==> src/rtl/seq_rec_pkg.sv <==
// Shared constants and types for the streaming pattern recognizer.
// Holds the default parameter values, the character typedef and the
// wildcard code function used when SEQ_RECOGNIZER_WILDCARD_EN is defined.
package seq_rec_pkg;

  localparam int CHAR_W_DEF = 7;
  localparam int DEPTH_DEF  = 8;
  localparam int CNT_W_DEF  = 8;

  typedef logic [CHAR_W_DEF-1:0] char_t;

  // All-ones code of a char_w-bit character (7'h7F for 7-bit ASCII).
  function automatic logic [31:0] WILDCARD(input int char_w);
    if (char_w >= 32) begin
      return '1;
    end
    return (32'd1 << char_w) - 32'd1;
  endfunction

endpackage

==> src/rtl/char_history.sv <==
// Character history: DEPTH-entry shift register plus a saturating fill
// counter telling how many entries are fresh (0..DEPTH).
// Entry 0 (bits [CHAR_W-1:0]) is the newest character.
// 'clear' only resets the fill count; history contents are kept, because a
// stale entry can never be matched while fill is below the pattern length.
// 'shift' and 'clear' may be high together: the character shifts in and the
// fill count still goes to 0.
module char_history #(
  parameter int CHAR_W = 7,
  parameter int DEPTH  = 8
) (
  input  logic                     clk,
  input  logic                     rst_n,
  input  logic                     shift,
  input  logic                     clear,
  input  logic [CHAR_W-1:0]        in_char,
  output logic [DEPTH*CHAR_W-1:0]  hist,
  output logic [$clog2(DEPTH):0]   fill
);

  localparam int FILL_W = $clog2(DEPTH) + 1;
  localparam logic [FILL_W-1:0] FILL_MAX = FILL_W'(DEPTH);

  // Shift register: newest character enters at entry 0, oldest drops out.
  always_ff @(posedge clk) begin
    if (!rst_n) begin
      hist <= '0;
    end else if (shift) begin
      hist <= {hist[(DEPTH-1)*CHAR_W-1:0], in_char};
    end
  end

  // Fill counter: clear wins, otherwise count shifts up to DEPTH.
  always_ff @(posedge clk) begin
    if (!rst_n) begin
      fill <= '0;
    end else if (clear) begin
      fill <= '0;
    end else if (shift && (fill != FILL_MAX)) begin
      fill <= fill + 1'b1;
    end
  end

endmodule

==> src/rtl/seq_recognizer.sv <==
// Streaming pattern recognizer top level.
// Accepts one character per in_valid cycle and pulses 'match' (registered,
// one cycle) when the newest pat_len characters equal the programmed
// pattern. Keeps a saturating match counter.
// Optional feature macro: SEQ_RECOGNIZER_WILDCARD_EN -- when defined, a
// pattern entry of all ones matches any character.
//
// Handshake: in_valid qualifies in_char for one cycle; there is no ready.
// Every in_valid cycle is accepted except one where pat_wr_en is high, in
// which case the character is dropped (no shift, no match).
module seq_recognizer
  import seq_rec_pkg::*;
#(
  parameter int CHAR_W = CHAR_W_DEF,
  parameter int DEPTH  = DEPTH_DEF,
  parameter int CNT_W  = CNT_W_DEF
) (
  input  logic                     clk,
  input  logic                     rst_n,
  input  logic                     in_valid,
  input  logic [CHAR_W-1:0]        in_char,
  input  logic                     pat_wr_en,
  input  logic [$clog2(DEPTH)-1:0] pat_wr_idx,
  input  logic [CHAR_W-1:0]        pat_wr_char,
  input  logic [$clog2(DEPTH):0]   pat_len,
  input  logic                     overlap,
  input  logic                     cnt_clr,
  output logic                     match,
  output logic [CNT_W-1:0]         match_count
);

  localparam int IDX_W = $clog2(DEPTH);
  localparam int LEN_W = $clog2(DEPTH) + 1;
  localparam logic [LEN_W-1:0] LEN_MAX = LEN_W'(DEPTH);
  localparam logic [CNT_W-1:0] CNT_MAX = '1;

`ifdef SEQ_RECOGNIZER_WILDCARD_EN
  localparam logic [CHAR_W-1:0] WILD = CHAR_W'(WILDCARD(CHAR_W));
`endif

  // Pattern register file; entry 0 is the first (oldest) pattern character.
  logic [CHAR_W-1:0]       pattern [DEPTH];

  logic [DEPTH*CHAR_W-1:0] hist;
  logic [LEN_W-1:0]        fill;
  logic [LEN_W-1:0]        fill_plus;
  logic [CHAR_W-1:0]       cand [DEPTH];
  logic                    accept;
  logic                    len_ok;
  logic                    all_eq;
  logic                    hit;
  logic                    hist_clear;
  int                      pos;
  logic [IDX_W-1:0]        pidx;
  logic                    unused_oldest;

  // One pattern character against one history character.
  function automatic logic char_eq(input logic [CHAR_W-1:0] p,
                                   input logic [CHAR_W-1:0] c);
`ifdef SEQ_RECOGNIZER_WILDCARD_EN
    return (p == WILD) || (p == c);
`else
    return p == c;
`endif
  endfunction

  // A pattern write owns the cycle: any character offered with it is dropped.
  assign accept = in_valid && !pat_wr_en;

  // Non-overlap mode restarts fill after every match; a pattern write
  // always restarts it.
  assign hist_clear = pat_wr_en || (hit && !overlap);

  char_history #(
    .CHAR_W (CHAR_W),
    .DEPTH  (DEPTH)
  ) u_hist (
    .clk     (clk),
    .rst_n   (rst_n),
    .shift   (accept),
    .clear   (hist_clear),
    .in_char (in_char),
    .hist    (hist),
    .fill    (fill)
  );

  // The incoming character takes candidate position 0, so the oldest stored
  // entry has already scrolled past the window when a match is evaluated.
  assign unused_oldest = ^hist[DEPTH*CHAR_W-1 -: CHAR_W];

  // Pattern register writes.
  always_ff @(posedge clk) begin
    if (!rst_n) begin
      for (int k = 0; k < DEPTH; k++) begin
        pattern[k] <= '0;
      end
    end else if (pat_wr_en) begin
      pattern[pat_wr_idx] <= pat_wr_char;
    end
  end

  // Candidate window as it looks after this edge's shift (newest first).
  always_comb begin
    cand[0] = in_char;
    for (int k = 1; k < DEPTH; k++) begin
      cand[k] = hist[(k-1)*CHAR_W +: CHAR_W];
    end
  end

  // Fill count including the character being accepted this edge.
  always_comb begin
    fill_plus = fill;
    if (fill != LEN_MAX) begin
      fill_plus = fill + 1'b1;
    end
  end

  // Per-position comparators masked by pat_len: pattern[i] must sit at
  // distance pat_len-1-i from the newest character.
  always_comb begin
    all_eq = 1'b1;
    pos    = 0;
    pidx   = '0;
    for (int i = 0; i < DEPTH; i++) begin
      if (i < int'(pat_len)) begin
        pos = int'(pat_len) - 1 - i;
        if ((pos >= 0) && (pos < DEPTH)) begin
          pidx = pos[IDX_W-1:0];
          if (!char_eq(pattern[i], cand[pidx])) begin
            all_eq = 1'b0;
          end
        end
      end
    end
  end

  // Match decision for the character accepted this edge.
  assign len_ok = (pat_len != '0) && (pat_len <= LEN_MAX);
  assign hit    = accept && len_ok && (fill_plus >= pat_len) && all_eq;

  // Registered match pulse and saturating counter (clear with a match -> 1).
  always_ff @(posedge clk) begin
    if (!rst_n) begin
      match       <= 1'b0;
      match_count <= '0;
    end else begin
      match <= hit;
      if (cnt_clr) begin
        match_count <= hit ? CNT_W'(1) : '0;
      end else if (hit && (match_count != CNT_MAX)) begin
        match_count <= match_count + 1'b1;
      end
    end
  end

endmodule

==> config.mk <==
export PLATFORM = sky130hd
export DESIGN_NAME = seq_recognizer
export DESIGN_NICKNAME = d
export VERILOG_FILES = /design/src/rtl/seq_rec_pkg.sv /design/src/rtl/char_history.sv /design/src/rtl/seq_recognizer.sv
export SDC_FILE = /design/constraint.sdc
export NUM_CORES = 1
export LEC_CHECK = 0
export CAP_MARGIN = 5
export CORE_AREA = 2 2 175 177
export DETAILED_ROUTE_END_ITERATION = 8
export DIE_AREA = 0 0 177 179
export PLACE_DENSITY = 0.4
export SLEW_MARGIN = 20
export SYNTH_ARGS = -nofsm -noshare
export SYNTH_HDL_FRONTEND = slang
export SYNTH_SLANG_ARGS = --single-unit
==> constraint.sdc <==
create_clock -name clk -period 8.9 [get_ports clk]
set_input_delay 1.78 -clock clk [delete_from_list [all_inputs] [get_ports clk]]
set_output_delay 1.78 -clock clk [all_outputs]
set_load 0.1 [all_outputs]
Yosys cells after proc, flatten, opt, wreduce, memory -nomap -nowiden

Memories as Yosys holds them, arrays and structs flattened.
Index checks and enable logic that the tools add are counted.

Muxes and demuxes: 59
Reduce and logical (&&, ||, !) cells: 23
Order comparisons: 34
Add/sub/neg operators: 10
Eq/ne operators: 10
Bitwise logic cells: 9

Operator list:

| operator            | number |
|---|---|
| $ge 32x1->1 const B | 6 |
| $lt 32x5->1 const B | 6 |
| $bmux 7 s3          | 8 |
| $mux 7              | 17 |
| $eq 7x7->1          | 8 |
| $ge 4x4->1 const B  | 8 |
| $not 3->4           | 8 |
| $mux 1              | 30 |
| $sub 5x4->6 const B | 4 |
| $logic_and 1x1->1   | 16 |
| $lt 3x4->1 const A  | 4 |
| $mux 8              | 2 |
| $sub 5x3->6 const B | 2 |
| $add 8x1->8 const B | 1 |
| $lt 1x4->1 const A  | 2 |
| $lt 2x4->1 const A  | 2 |
| $ne 8x8->1 const B  | 1 |
| $reduce_or 7->1     | 1 |
| $ge 6x1->1 const B  | 1 |
| $lt 6x5->1 const B  | 1 |
| $sub 5x2->6 const B | 1 |
| $ge 5x1->1 const B  | 1 |
| $lt 5x5->1 const B  | 1 |
| $sub 4x1->5 const B | 1 |
| 12 further kinds    | 13 |

Input port bits: 27
Output and inout bits: 9
RAM bits: 56
Register bits after elaboration: 62
Logic and storage cells: 150
Memories: 1

Memories:

| memory  | words | width | rd ports | clocked after Yosys merged registers in | write ports | RTL line             | text |
|---|---|---|---|---|---|---|---|
| pattern | 8     | 7     | 8        | 0                                       | 8           | seq_recognizer.sv:42 | `logic [CHAR_W-1:0] pattern [DEPTH];` |

Longest topological paths before layout

Gate-level depths: netlist (run 1).

Depth in word-level cells: 34
Mapped depth: 22
Depth with buffers taken out: 15

Modules after synthesis

From an unflattened synthesis (run 1), not the netlist that was laid out.

Cell total of the unflattened synthesis: 789
Area, all modules: 8,862.2 sq um

Modules (own cells, without submodules):

| module         | area an instance (sq um) | cells each | sequential area each (sq um) | instances |
|---|---|---|---|---|
| seq_recognizer | 6,468.7                  | 585        | 1,861.8                      | 1 |
| char_history   | 2,393.5                  | 204        | 1,201.2                      | 1 |

Least setup slack after synthesis (run 1)

No wires, ideal clock.

Kind: in2reg
From: input port pat_len[0]
To: register match_count[4]
Setup time: 70 ps
Cell stages on the path: 22
Data arrival time: 6,829 ps
Path buffers: 9
Data required time: 8,830 ps
Path slack: 2,001 ps
Cell sequence: buf_4 -> inv_2 -> buf_2 -> buf_2 -> ha_1 -> buf_4 -> buf_2 -> buf_1 -> inv_1 -> ha_1 -> clkbuf_1 -> buf_2 -> mux4_2 -> mux2i_1 -> xor2_1 -> nand4_1 -> o31ai_1 -> a41oi_1 -> or2_1 -> clkbuf_1 -> or4_1 -> a21oi_1

Longest elaborated chain between the ends: 33
Elaborated cells between the ends (all ways): 113
Classes of those cells: add/sub: 8; order compare: 26; eq/ne: 8; mux: 48; bitwise: 8; reduce/logical: 15

Ends and longest elaborated chain:

| element                                              | RTL line              | text |
|---|---|---|
| start, declared                                      | seq_recognizer.sv:25  | `input logic [$clog2(DEPTH):0] pat_len,` |
| branches (longest 30 deep; another with $ge 32x1->1) | --                    |  |
| $logic_and 1x1->1 (*)                                | seq_recognizer.sv:139 | `assign hit = accept && len_ok && (fill_plus >= pat_len) && all_eq;` |
| $logic_and 1x1->1 (*)                                | seq_recognizer.sv:150 | `end else if (hit && (match_count != CNT_MAX)) begin` |
| $reduce_bool 2->1 (no line) (*)                      | --                    |  |
| end signal, assigned                                 | seq_recognizer.sv:149 | `match_count <= hit ? CNT_W'(1) : '0;` |
| end signal, assigned                                 | seq_recognizer.sv:151 | `match_count <= match_count + 1'b1;` |
| end, declared                                        | seq_recognizer.sv:29  | `output logic [CNT_W-1:0] match_count` |

Every way passes the cells marked *. The select of a mux whose other input is x is not followed.
A chain may end at the register's enable or synchronous reset.

Worst setup path after layout (run 1)

From: input port pat_len[1]
To: register match_count[4]

The elaborated chain is that of the path after synthesis.

==> flow_metrics.env, run 1 <==
export IMPL_dieArea_um2=31680
export IMPL_yosysTopAreaCellShare_pct=19.74
export IMPL_maxCapViolations=0
export IMPL_fmax_ghz=0.1414
export IMPL_drc=0
export IMPL_hold_viol=0
export IMPL_grt_pass1_wl_mm=41.18
export IMPL_cts_sinks=118
export IMPL_ys_flop_type="dfxtp_1"
export IMPL_ir_drop_uv=87.27
export IMPL_syn_cell_area_um2=8519
export IMPL_fin_crit_ns=7.071
export IMPL_ys_seq_area_share_pct=34.31
export IMPL_synthTopCellsByArea="edfxtp_1, dfxtp_1, mux4_2"
export IMPL_grt_antenna_before_repair=0
export IMPL_synthCells=840
export IMPL_cts_tree="built"
export IMPL_clk_pin_slew_ns=0.07
export IMPL_ant_nets=0
export IMPL_rsz0062_at_grt="false"
export IMPL_synth_largest_area_cell="edfxtp_1"
export IMPL_p_leak_nw=3.418
export IMPL_ioPinCount=36
export IMPL_die_h_um=179
export IMPL_ff2ff_path_depth=9
export IMPL_drt_iter0_drc=497
export IMPL_synth_edf_count=56
export IMPL_first_global_vias=6374
export IMPL_synthesis_nets=886
export IMPL_core_um2=30030
export IMPL_cts_inserted_buffers=17
export IMPL_ys_types=70
export IMPL_async_flop_share_pct=0
export IMPL_tightest_slew_ns=1.024
export IMPL_cts_root_buf="clkbuf_16"
export IMPL_tns_ns=0
export IMPL_row_count=64
export IMPL_drt_vias_per_instance=5.144
export IMPL_wl_per_cell_um=21.37
export IMPL_maxSlewHeadroom_pct=31.76
export IMPL_cts_resized=0
export IMPL_final_period_utilization_pct=79.45
export IMPL_cts_setup_buffers=0
export IMPL_gp_congestion=0.8055
export IMPL_firstDrtPassIters=5
export IMPL_r2r_end="match_count[4]"
export IMPL_final_setup_skew_ns=0.01596
export IMPL_fill_cells=3050
export IMPL_clockBufferDepth=2
export IMPL_track_usage_pct=17.66
export IMPL_outcome="complete, no violations"
export IMPL_crit_start="pat_len[1]"
export IMPL_crit_fanout=46
export IMPL_overflow=0
export IMPL_whs_endpoint="match_count[7]"
export IMPL_die_x_um=177
export IMPL_finalSetupViolations=0
export IMPL_drive_above_1_share_pct=14.10
export IMPL_vias=6487
export IMPL_yosysWarnings=0
export IMPL_min_delay_start="match_count[7]"
export IMPL_syn_area_per_cell_um2=10.14
export IMPL_port_buffers=35
export IMPL_hpwl_mm=19.55
export IMPL_r2r_slack_ns=5.07
export IMPL_setup_ws_ns=1.829
export IMPL_layout_nets=898
export IMPL_rr_startpoint="u_hist.hist[40]"
export IMPL_hold_depth=2
export IMPL_synth_seq_cells=118
export IMPL_finalWirelength_mm=26.95
export IMPL_place_ws_ns=1.423
export IMPL_maxSlewViolCount=0
export IMPL_min_path_type="flop to flop"
export IMPL_clock_latency_ns=0.43
export IMPL_crit_type="primary input to flop"
export IMPL_postCtsHoldBufs=0
export IMPL_num_antenna_cells=0
export IMPL_grt_max_degree=68
export IMPL_start_util_pct=28.37
export IMPL_worst_setup_path_start_kind="primary input"
export IMPL_cp_data_required_time_ns=9.26
export IMPL_area_growth_pct=15.19
export IMPL_pwr_density_cell_nw_per_um2=166.1
export IMPL_cp_end_kind="flop"
export IMPL_cts_htree_levels=4
export IMPL_arrival_ns=7.43
## synthesized netlist by cell type (all sizes together) (3+ instances only)
cell / instances
o41ai: 3
edfxtp: 56
nand3: 13
mux4: 51
or4: 3
nor2b: 4
nor3: 17
nor2: 22
a21oi: 9
and2: 57
xor2: 42
or3: 7
buf: 22
mux2: 14
dfxtp: 62
mux2i: 57
o22a: 4
o21ai: 22
nand4: 7
nand2b: 16
a31oi: 4
o22ai: 19
a221oi: 5
ha: 19
a21boi: 51
or2: 5
a211oi: 6
inv: 16
o31ai: 4
a22oi: 6
xnor2: 31
clkbuf: 28
and3: 4
nand2: 128
## worst max-delay path by stage
stage                                 to  slack [ns]  depth (start not counted)
after global routing      match_count[4]        1.49                         14
after global placement    match_count[4]        1.55                         14
final                     match_count[4]        1.83                         14
after CTS                 match_count[4]        1.85                         14
after floorplan           match_count[4]        2.00                         22
after detailed placement  match_count[4]        1.42                         14
## cell families after synthesis
group	after synthesis	synth area share, %
AOI/OAI and AO/OA	153	12.89
xor gates and xnor gates	73	7.813
adders and majority gates	19	2.790
buffers and inverters	66	3.495
DFF	118	34.31
muxes	122	22.03
and+or+nand+nor	289	16.67
## routing by layer
metal  routed length (µm)  track usage [%]  part of all wire, %
met4                  493            4.993                  1.8
met5                    0                0                    0
met2                13170            29.10                   49
met3                  854            3.032                  3.2
met1                12430            23.77                   46
## placed cells by master, fill, tap and decap left out, types with 9 or more instances in the layout
master and count:
mux4_2 51, nor2_1 22, dfxtp_1 62, nand2_1 128, and2_1 57, o21ai_0 19, a21boi_0 51, ha_1 18
nor3_1 16, clkbuf_16 17, mux2i_1 57, a21oi_1 9, inv_1 13, xor2_1 41, edfxtp_1 56, xnor2_1 30
mux2_2 12, nand3_1 12, o22ai_1 19, nand2b_1 15, clkdlybuf4s50_1 33
## sequential cells by signal (all words and copies together), names as in the netlist
name	flops
match	1
pattern	56
match_count	8
u_hist.fill	4
u_hist.hist	49
## final cells by class
type,count,area [µm²],share of cell area [%]
Clock buffer,17,425.4,4.335
Multi-Input combinational cell,656,5326,54.28
Timing Repair Buffer,43,400.4,4.080
Tap cell,396,495.5,5.049
Inverter,16,62.56,0.6375
Clock inverter,15,180.2,1.836
Sequential cell,118,2923,29.78
## where the power goes
group | internal (W) | total, W | switching (W)
registers | 0.000588 | 0.000605 | 0.0000175
clock network | 0.000426 | 0.000738 | 0.000312
logic | 0.000120 | 0.000287 | 0.000167
total | 0.00113 | 0.00163 | 0.000497
## critical path: stages
cell and delay (ns):
clkdlybuf4s50_1 0.56, inv_1 0.18, ha_4 0.76, inv_1 0.21, ha_1 0.92, mux4_2 0.59, mux2i_1 0.19, xor2_1 0.16
nand4_1 0.10, o31ai_1 0.54, a41oi_1 0.36, or2_1 0.41, or4_1 0.49, a21oi_1 0.14
## per-stage QoR
stage / hold WS [ns] / utilization (%) / power, W / std cells / cell area [µm²]
after detailed placement: 0.5024 / 30.65 / 0.0009057 / 1229 / 9203
after global placement: 0.5056 / 30.65 / 0.0009064 / 1229 / 9203
after floorplan: 0.4731 / - / 0.0008159 / 840 / 8519
after CTS: 0.5153 / 32.66 / 0.001652 / 1261 / 9808
final: 0.5113 / 32.68 / 0.001630 / 1261 / 9813
after global routing: 0.5290 / 32.68 / 0.001696 / 1261 / 9813
No activity file was read; power rests on OpenSTA's default activity.
==> inputs of run 2 (changes only) <==
--- a/config.mk
+++ b/config.mk
@@ -9,7 +9,7 @@
 export CORE_AREA = 2 2 175 177
 export DETAILED_ROUTE_END_ITERATION = 8
 export DIE_AREA = 0 0 177 179
-export PLACE_DENSITY = 0.4
+export PLACE_DENSITY = 0.41
 export SLEW_MARGIN = 20
 export SYNTH_ARGS = -nofsm -noshare
 export SYNTH_HDL_FRONTEND = slang
==> constraint.sdc (replaced) <==
create_clock -name clk -period 6.5 [get_ports clk]
set_input_delay 1.3 -clock clk [delete_from_list [all_inputs] [get_ports clk]]
set_output_delay 1.3 -clock clk [all_outputs]
set_load 0.1 [all_outputs]
==> run 2 against run 1 <==
Combinational power up 39%. Count of clock-buffer cells in the layout up 1. Non-clock buffer count up 8.
==> flow_metrics.env, run 2 (synthesis gave the netlist of run 1 again) <==
export IMPL_setup_ws_ns=0.7513
export IMPL_final_period_utilization_pct=88.44
export IMPL_r2r_end="match_count[4]"
export IMPL_rr_startpoint="u_hist.hist[13]"
export IMPL_cp_data_required_time_ns=6.85
export IMPL_row_count=64
export IMPL_ff2ff_path_depth=9
export IMPL_gp_congestion=0.8671
export IMPL_ant_nets=0
export IMPL_ir_drop_uv=137.8
export IMPL_num_antenna_cells=0
export IMPL_cts_inserted_buffers=17
export IMPL_cts_setup_buffers=0
export IMPL_drt_iter0_drc=543
export IMPL_maxSlewViolCount=0
export IMPL_area_growth_pct=15.96
export IMPL_postCtsHoldBufs=0
export IMPL_maxSlewHeadroom_pct=28.69
export IMPL_grt_pass1_wl_mm=41.97
export IMPL_clk_pin_slew_ns=0.07
export IMPL_tightest_slew_ns=1.043
export IMPL_vias=6605
export IMPL_multi_input_area_um2=5321
export IMPL_layout_nets=906
export IMPL_wl_per_cell_um=21.98
export IMPL_drt_vias_per_instance=5.205
export IMPL_grt_max_degree=61
export IMPL_busiest_layer="met2"
export IMPL_worst_setup_path_start_kind="primary input"
export IMPL_hold_viol=0
export IMPL_port_buffers=35
export IMPL_largest_reg_flops=56
export IMPL_hold_depth=2
export IMPL_rsz0062_at_grt="false"
export IMPL_cts_resized=0
export IMPL_whs_endpoint="match_count[7]"
export IMPL_drc=0
export IMPL_p_leak_nw=3.447
export IMPL_fmax_ghz=0.1740
export IMPL_start_util_pct=28.37
export IMPL_tns_ns=0
export IMPL_register_area_um2=2923
export IMPL_dpl_instance_area_um2=9275
export IMPL_cts_tree="built"
export IMPL_layout_common_cells="nand2_1, dfxtp_1, and2_1, mux2i_1, edfxtp_1"
export IMPL_ioPinCount=36
export IMPL_fin_total_pwr_w=0.002227
export IMPL_min_delay_start="match_count[7]"
export IMPL_grt_antenna_before_repair=0
export IMPL_firstDrtPassIters=5
export IMPL_final_setup_skew_ns=0.01442
export IMPL_arrival_ns=6.10
export IMPL_first_global_vias=6373
export IMPL_cts_htree_levels=4
export IMPL_dieArea_um2=31680
export IMPL_place_ws_ns=0.3734
export IMPL_crit_type="primary input to flop"
export IMPL_overflow=0
export IMPL_grt_util_met1_pct=23.94
export IMPL_cp_end_kind="flop"
export IMPL_finalWirelength_mm=27.89
export IMPL_core_um2=30030
export IMPL_hpwl_mm=20.05
export IMPL_top_regs="pattern (56), u_hist.hist (49), match_count (8)"
export IMPL_min_path_type="flop to flop"
export IMPL_largest_register="pattern"
export IMPL_cts_root_buf="clkbuf_16"
export IMPL_grt_met2_usage_pct=30.27
export IMPL_clockBufferDepth=2
export IMPL_design_area_um2=9879
export IMPL_crit_fanout=16
export IMPL_layout_commonest_cell="nand2_1"
export IMPL_r2r_slack_ns=3.09
export IMPL_pwr_density_cell_nw_per_um2=225.4
export IMPL_fill_cells=3069
export IMPL_die_h_um=179
export IMPL_fin_crit_ns=5.749
export IMPL_drive_above_1_share_pct=14.66
export IMPL_clock_latency_ns=0.43
export IMPL_cts_sinks=118
export IMPL_die_x_um=177
export IMPL_met3_usage_pct=3.329
export IMPL_finalSetupViolations=0
export IMPL_track_usage_pct=18.13
export IMPL_outcome="complete, no violations"
export IMPL_maxCapViolations=0
export IMPL_fin_util_pct=32.90
## run 2: changes by cell type in the layout (fill, tap and decap cells not counted), moves of 3 or more
cell      previous run  this run
buf_4                8        15
clkinv_4             2         5
inv_6                7         2
inv_8                3         0
## run 2: worst max-delay path by stage
stage / to / start / slack [ns]
3_5_place_dp: match_count[4] / pat_len[1] / 0.37
4_1_cts: match_count[4] / pat_len[1] / 0.80
6_report: match_count[4] / pat_len[1] / 0.75
2_1_floorplan: match_count[4] / pat_len[0] / 0.08
3_3_place_gp: match_count[4] / pat_len[1] / 0.48
5_1_grt: match_count[4] / pat_len[1] / 0.46
## run 2: cell type report
cell class / instances / share of cell area (%)
clock inverters: 14 / 1.773
well taps: 396 / 5.015
inverters: 16 / 0.6332
flip-flops and latches: 118 / 29.58
repair buffers: 51 / 4.787
clock buffers: 18 / 4.344
multi-input cells: 656 / 53.86
## run 2: layer usage
metal | wire (µm) | vias up
li1 | - | 3135
met1 | 12580 | 3283
met2 | 13590 | 167
met3 | 1205 | 20
met4 | 516 | 0
met5 | 0 | -
## run 2: critical path: stages
cell,delay (ns)
clkdlybuf4s50_1,0.49
inv_1,0.21
ha_4,0.29
xor2_2,0.33
ha_1,0.54
mux4_2,0.56
mux2i_1,0.24
xor2_1,0.17
nand4_1,0.11
o31ai_1,0.40
a41oi_1,0.39
or2_1,0.42
or4_1,0.48
a21oi_1,0.14
## run 2: power breakdown
part	internal (W)	switching, W	total, W
Sequential	0.000805	0.0000254	0.000830
Combinational	0.000171	0.000229	0.000400
Clock	0.000606	0.000390	0.000996
## run 2: per-stage QoR
stage	instances	hold WS, ns
floorplan	840	0.4731
global placement	1237	0.5053
detailed placement	1237	0.5010
CTS	1269	0.5123
global route	1269	0.5303
finish	1269	0.5081
==> inputs of run 3 (changes only) <==
--- a/config.mk
+++ b/config.mk
@@ -6,10 +6,10 @@
 export NUM_CORES = 1
 export LEC_CHECK = 0
 export CAP_MARGIN = 5
-export CORE_AREA = 2 2 175 177
+export CORE_AREA = 2 2 149 151
 export DETAILED_ROUTE_END_ITERATION = 8
-export DIE_AREA = 0 0 177 179
-export PLACE_DENSITY = 0.41
+export DIE_AREA = 0 0 151 153
+export PLACE_DENSITY = 0.54
 export SLEW_MARGIN = 20
 export SYNTH_ARGS = -nofsm -noshare
 export SYNTH_HDL_FRONTEND = slang
==> run 3 against run 2 <==
Utilization is 12 points higher. Via count is 0.64% higher. Global-route usage is 3.9 points higher. Power is 5.3% lower. Critical path type unchanged. Critical path depth is 2 higher.
==> flow_metrics.env, run 3 (synthesis gave the netlist of run 1 again) <==
export IMPL_cts_setup_buffers=0
export IMPL_ant_nets=0
export IMPL_r2r_slack_ns=2.85
export IMPL_switchingPower_w=0.0005902
export IMPL_area_growth_pct=13.64
export IMPL_setup_ws_ns=0.8697
export IMPL_dieArea_um2=23100
export IMPL_topRoutingLayerUsed="met4"
export IMPL_crit_chain="clkdlybuf4s50_1, inv_1, ha_4, xor2_2, buf_4, ha_1, buf_4, mux4_2, mux2i_1, xor2_1, nand4_1, o31ai_1, a41oi_1, or2_1, or4_1, a21oi_1"
export IMPL_grt_antenna_before_repair=0
export IMPL_track_usage_pct=22.07
export IMPL_layout_commonest_cell="nand2_1"
export IMPL_ir_drop_uv=187.7
export IMPL_core_um2=21490
export IMPL_p_sw_share_pct=27.98
export IMPL_row_count=54
export IMPL_maxSlewHeadroom_pct=32.24
export IMPL_slowest_stage="clkdlybuf4s50_1"
export IMPL_grt_max_degree=67
export IMPL_pwr_share_comb_pct=18.6
export IMPL_max_stage_delay_ns=0.56
export IMPL_cts_resized=0
export IMPL_maxSlewViolCount=0
export IMPL_cpMostUsedCell="buf_4"
export IMPL_p_leak_nw=3.428
export IMPL_crit_path_end="match_count[4]"
export IMPL_wl_met1_mm=10.39
export IMPL_finalWirelength_mm=24.41
export IMPL_fmax_ghz=0.1776
export IMPL_port_buffers=35
export IMPL_arrival_ns=5.98
export IMPL_overflow=0
export IMPL_drt_iter0_drc=451
export IMPL_p_seq_share_pct=39.3
export IMPL_hpwl_mm=17.80
export IMPL_rr_startpoint="u_hist.fill[0]"
export IMPL_top_regs="pattern (56), u_hist.hist (49), match_count (8)"
export IMPL_largest_reg_flops=56
export IMPL_final_setup_skew_ns=0.01596
export IMPL_min_path_type="flop to flop"
export IMPL_cts_sinks=118
export IMPL_largest_register="pattern"
export IMPL_final_period_utilization_pct=86.62
export IMPL_tightest_slew_ns=1.006
export IMPL_rsz0062_at_grt="false"
export IMPL_first_global_vias=6394
export IMPL_start_util_pct=39.65
export IMPL_vias=6647
export IMPL_layout_nets=907
export IMPL_p_int_w=0.001519
export IMPL_cp_end_kind="flop"
export IMPL_drc=0
export IMPL_hold_viol=0
export IMPL_wl_met3_mm=1.270
export IMPL_worst_setup_path_start_kind="primary input"
export IMPL_clock_latency_ns=0.43
export IMPL_die_h_um=153
export IMPL_firstDrtPassIters=5
export IMPL_crit_type="primary input to flop"
export IMPL_layout_common_cells="nand2_1, dfxtp_1, and2_1, mux2i_1, edfxtp_1"
export IMPL_maxCapViolations=0
export IMPL_outcome="complete, no violations"
export IMPL_clk_pin_slew_ns=0.05
export IMPL_ff2ff_path_depth=15
export IMPL_min_delay_start="match_count[7]"
export IMPL_ioPinCount=36
export IMPL_place_ws_ns=0.5102
export IMPL_drive_above_1_share_pct=14.07
export IMPL_cp_data_required_time_ns=6.85
export IMPL_fin_crit_ns=5.630
export IMPL_crit_fanout=20
export IMPL_register_area_um2=2923
export IMPL_crit_start="pat_len[1]"
export IMPL_met2WireLength_mm=11.76
export IMPL_cts_inserted_buffers=17
export IMPL_finalSetupViolations=0
export IMPL_drt_vias_per_instance=5.760
export IMPL_tns_ns=0
export IMPL_path_delay_family="buffers and inverters"
export IMPL_cts_root_buf="clkbuf_16"
export IMPL_pwr_density_cell_nw_per_um2=217.9
export IMPL_fill_cells=2046
export IMPL_r2r_end="match_count[4]"
export IMPL_die_x_um=151
export IMPL_clockBufferDepth=2
export IMPL_wl_per_cell_um=21.15
export IMPL_crit_buf_inv=4
export IMPL_grt_pass1_wl_mm=37.99
export IMPL_gp_congestion=0.8722
export IMPL_clockPowerShare_pct=42.1
export IMPL_cts_htree_levels=4
export IMPL_multi_input_area_um2=5319
export IMPL_cts_tree="built"
export IMPL_postCtsHoldBufs=0
export IMPL_path_depth=16
export IMPL_num_antenna_cells=0
==> run 3: cell count changes in the layout (fill, tap and decap cells not counted), moves of 2 or more <==
cell       change
clkbuf_1       +3
clkinv_4       -3
inv_6          -2
clkinv_2       +2
clkinv_1       +2
bufinv_16      -2
==> run 3: worst min-delay path: cells and delay by family (launching register included) <==
family / cells / cell delay (ns)
DFF: 1 / 0.33
and+or+nand+nor: 1 / 0.06
muxes: 1 / 0.06
==> run 3: power groups by stage <==
stage	sequential [W]	combinational (W)	clock, W
5_1_grt	0.000830	0.000426	0.000935
2_1_floorplan	0.000833	0.000284	0
6_report	0.000828	0.000393	0.000889
3_5_place_dp	0.000844	0.000391	0
4_1_cts	0.000828	0.000392	0.000910
3_3_place_gp	0.000844	0.000389	0
==> run 3: layout make-up <==
| cell class | count | area share (%) |
|---|---|---|
| inverter | 16 | 0.6462 |
| multi-input combinational | 656 | 54.94 |
| sequential | 118 | 30.19 |
| clock inverter | 10 | 0.8400 |
| tap | 280 | 3.619 |
| timing repair buffer | 52 | 4.963 |
| clock buffer | 22 | 4.807 |
==> run 3: per-layer routing <==
layer  vias up  track usage, %
met5         -               0
met3        47           4.896
li1       3131               -
met2       194           35.06
met4         0           9.613
met1      3275           28.85
==> run 3: stage by stage <==
| stage | total power [W] | hold slack (ns) | instance area, µm² | utilization, % | cells |
|---|---|---|---|---|---|
| final | 0.002110 | 0.4966 | 9682 | 45.06 | 1154 |
| after global routing | 0.002191 | 0.5510 | 9682 | 45.06 | 1154 |
| after CTS | 0.002130 | 0.5034 | 9682 | 45.06 | 1154 |
| after detailed placement | 0.001235 | 0.4944 | 9135 | 42.52 | 1122 |
| after global placement | 0.001233 | 0.4893 | 9135 | 42.52 | 1122 |
| after floorplan | 0.001117 | 0.4731 | 8519 | - | 840 |
==> run 3: how the worst min path moves through the flow <==
stage,depth (start not counted),slack [ns],to
detailed placement,2,0.49,match_count[7]
CTS,2,0.50,match_count[7]
global route,2,0.55,match_count[7]
floorplan,2,0.47,u_hist.hist[29]
finish,2,0.50,match_count[7]
global placement,2,0.49,match_count[7]
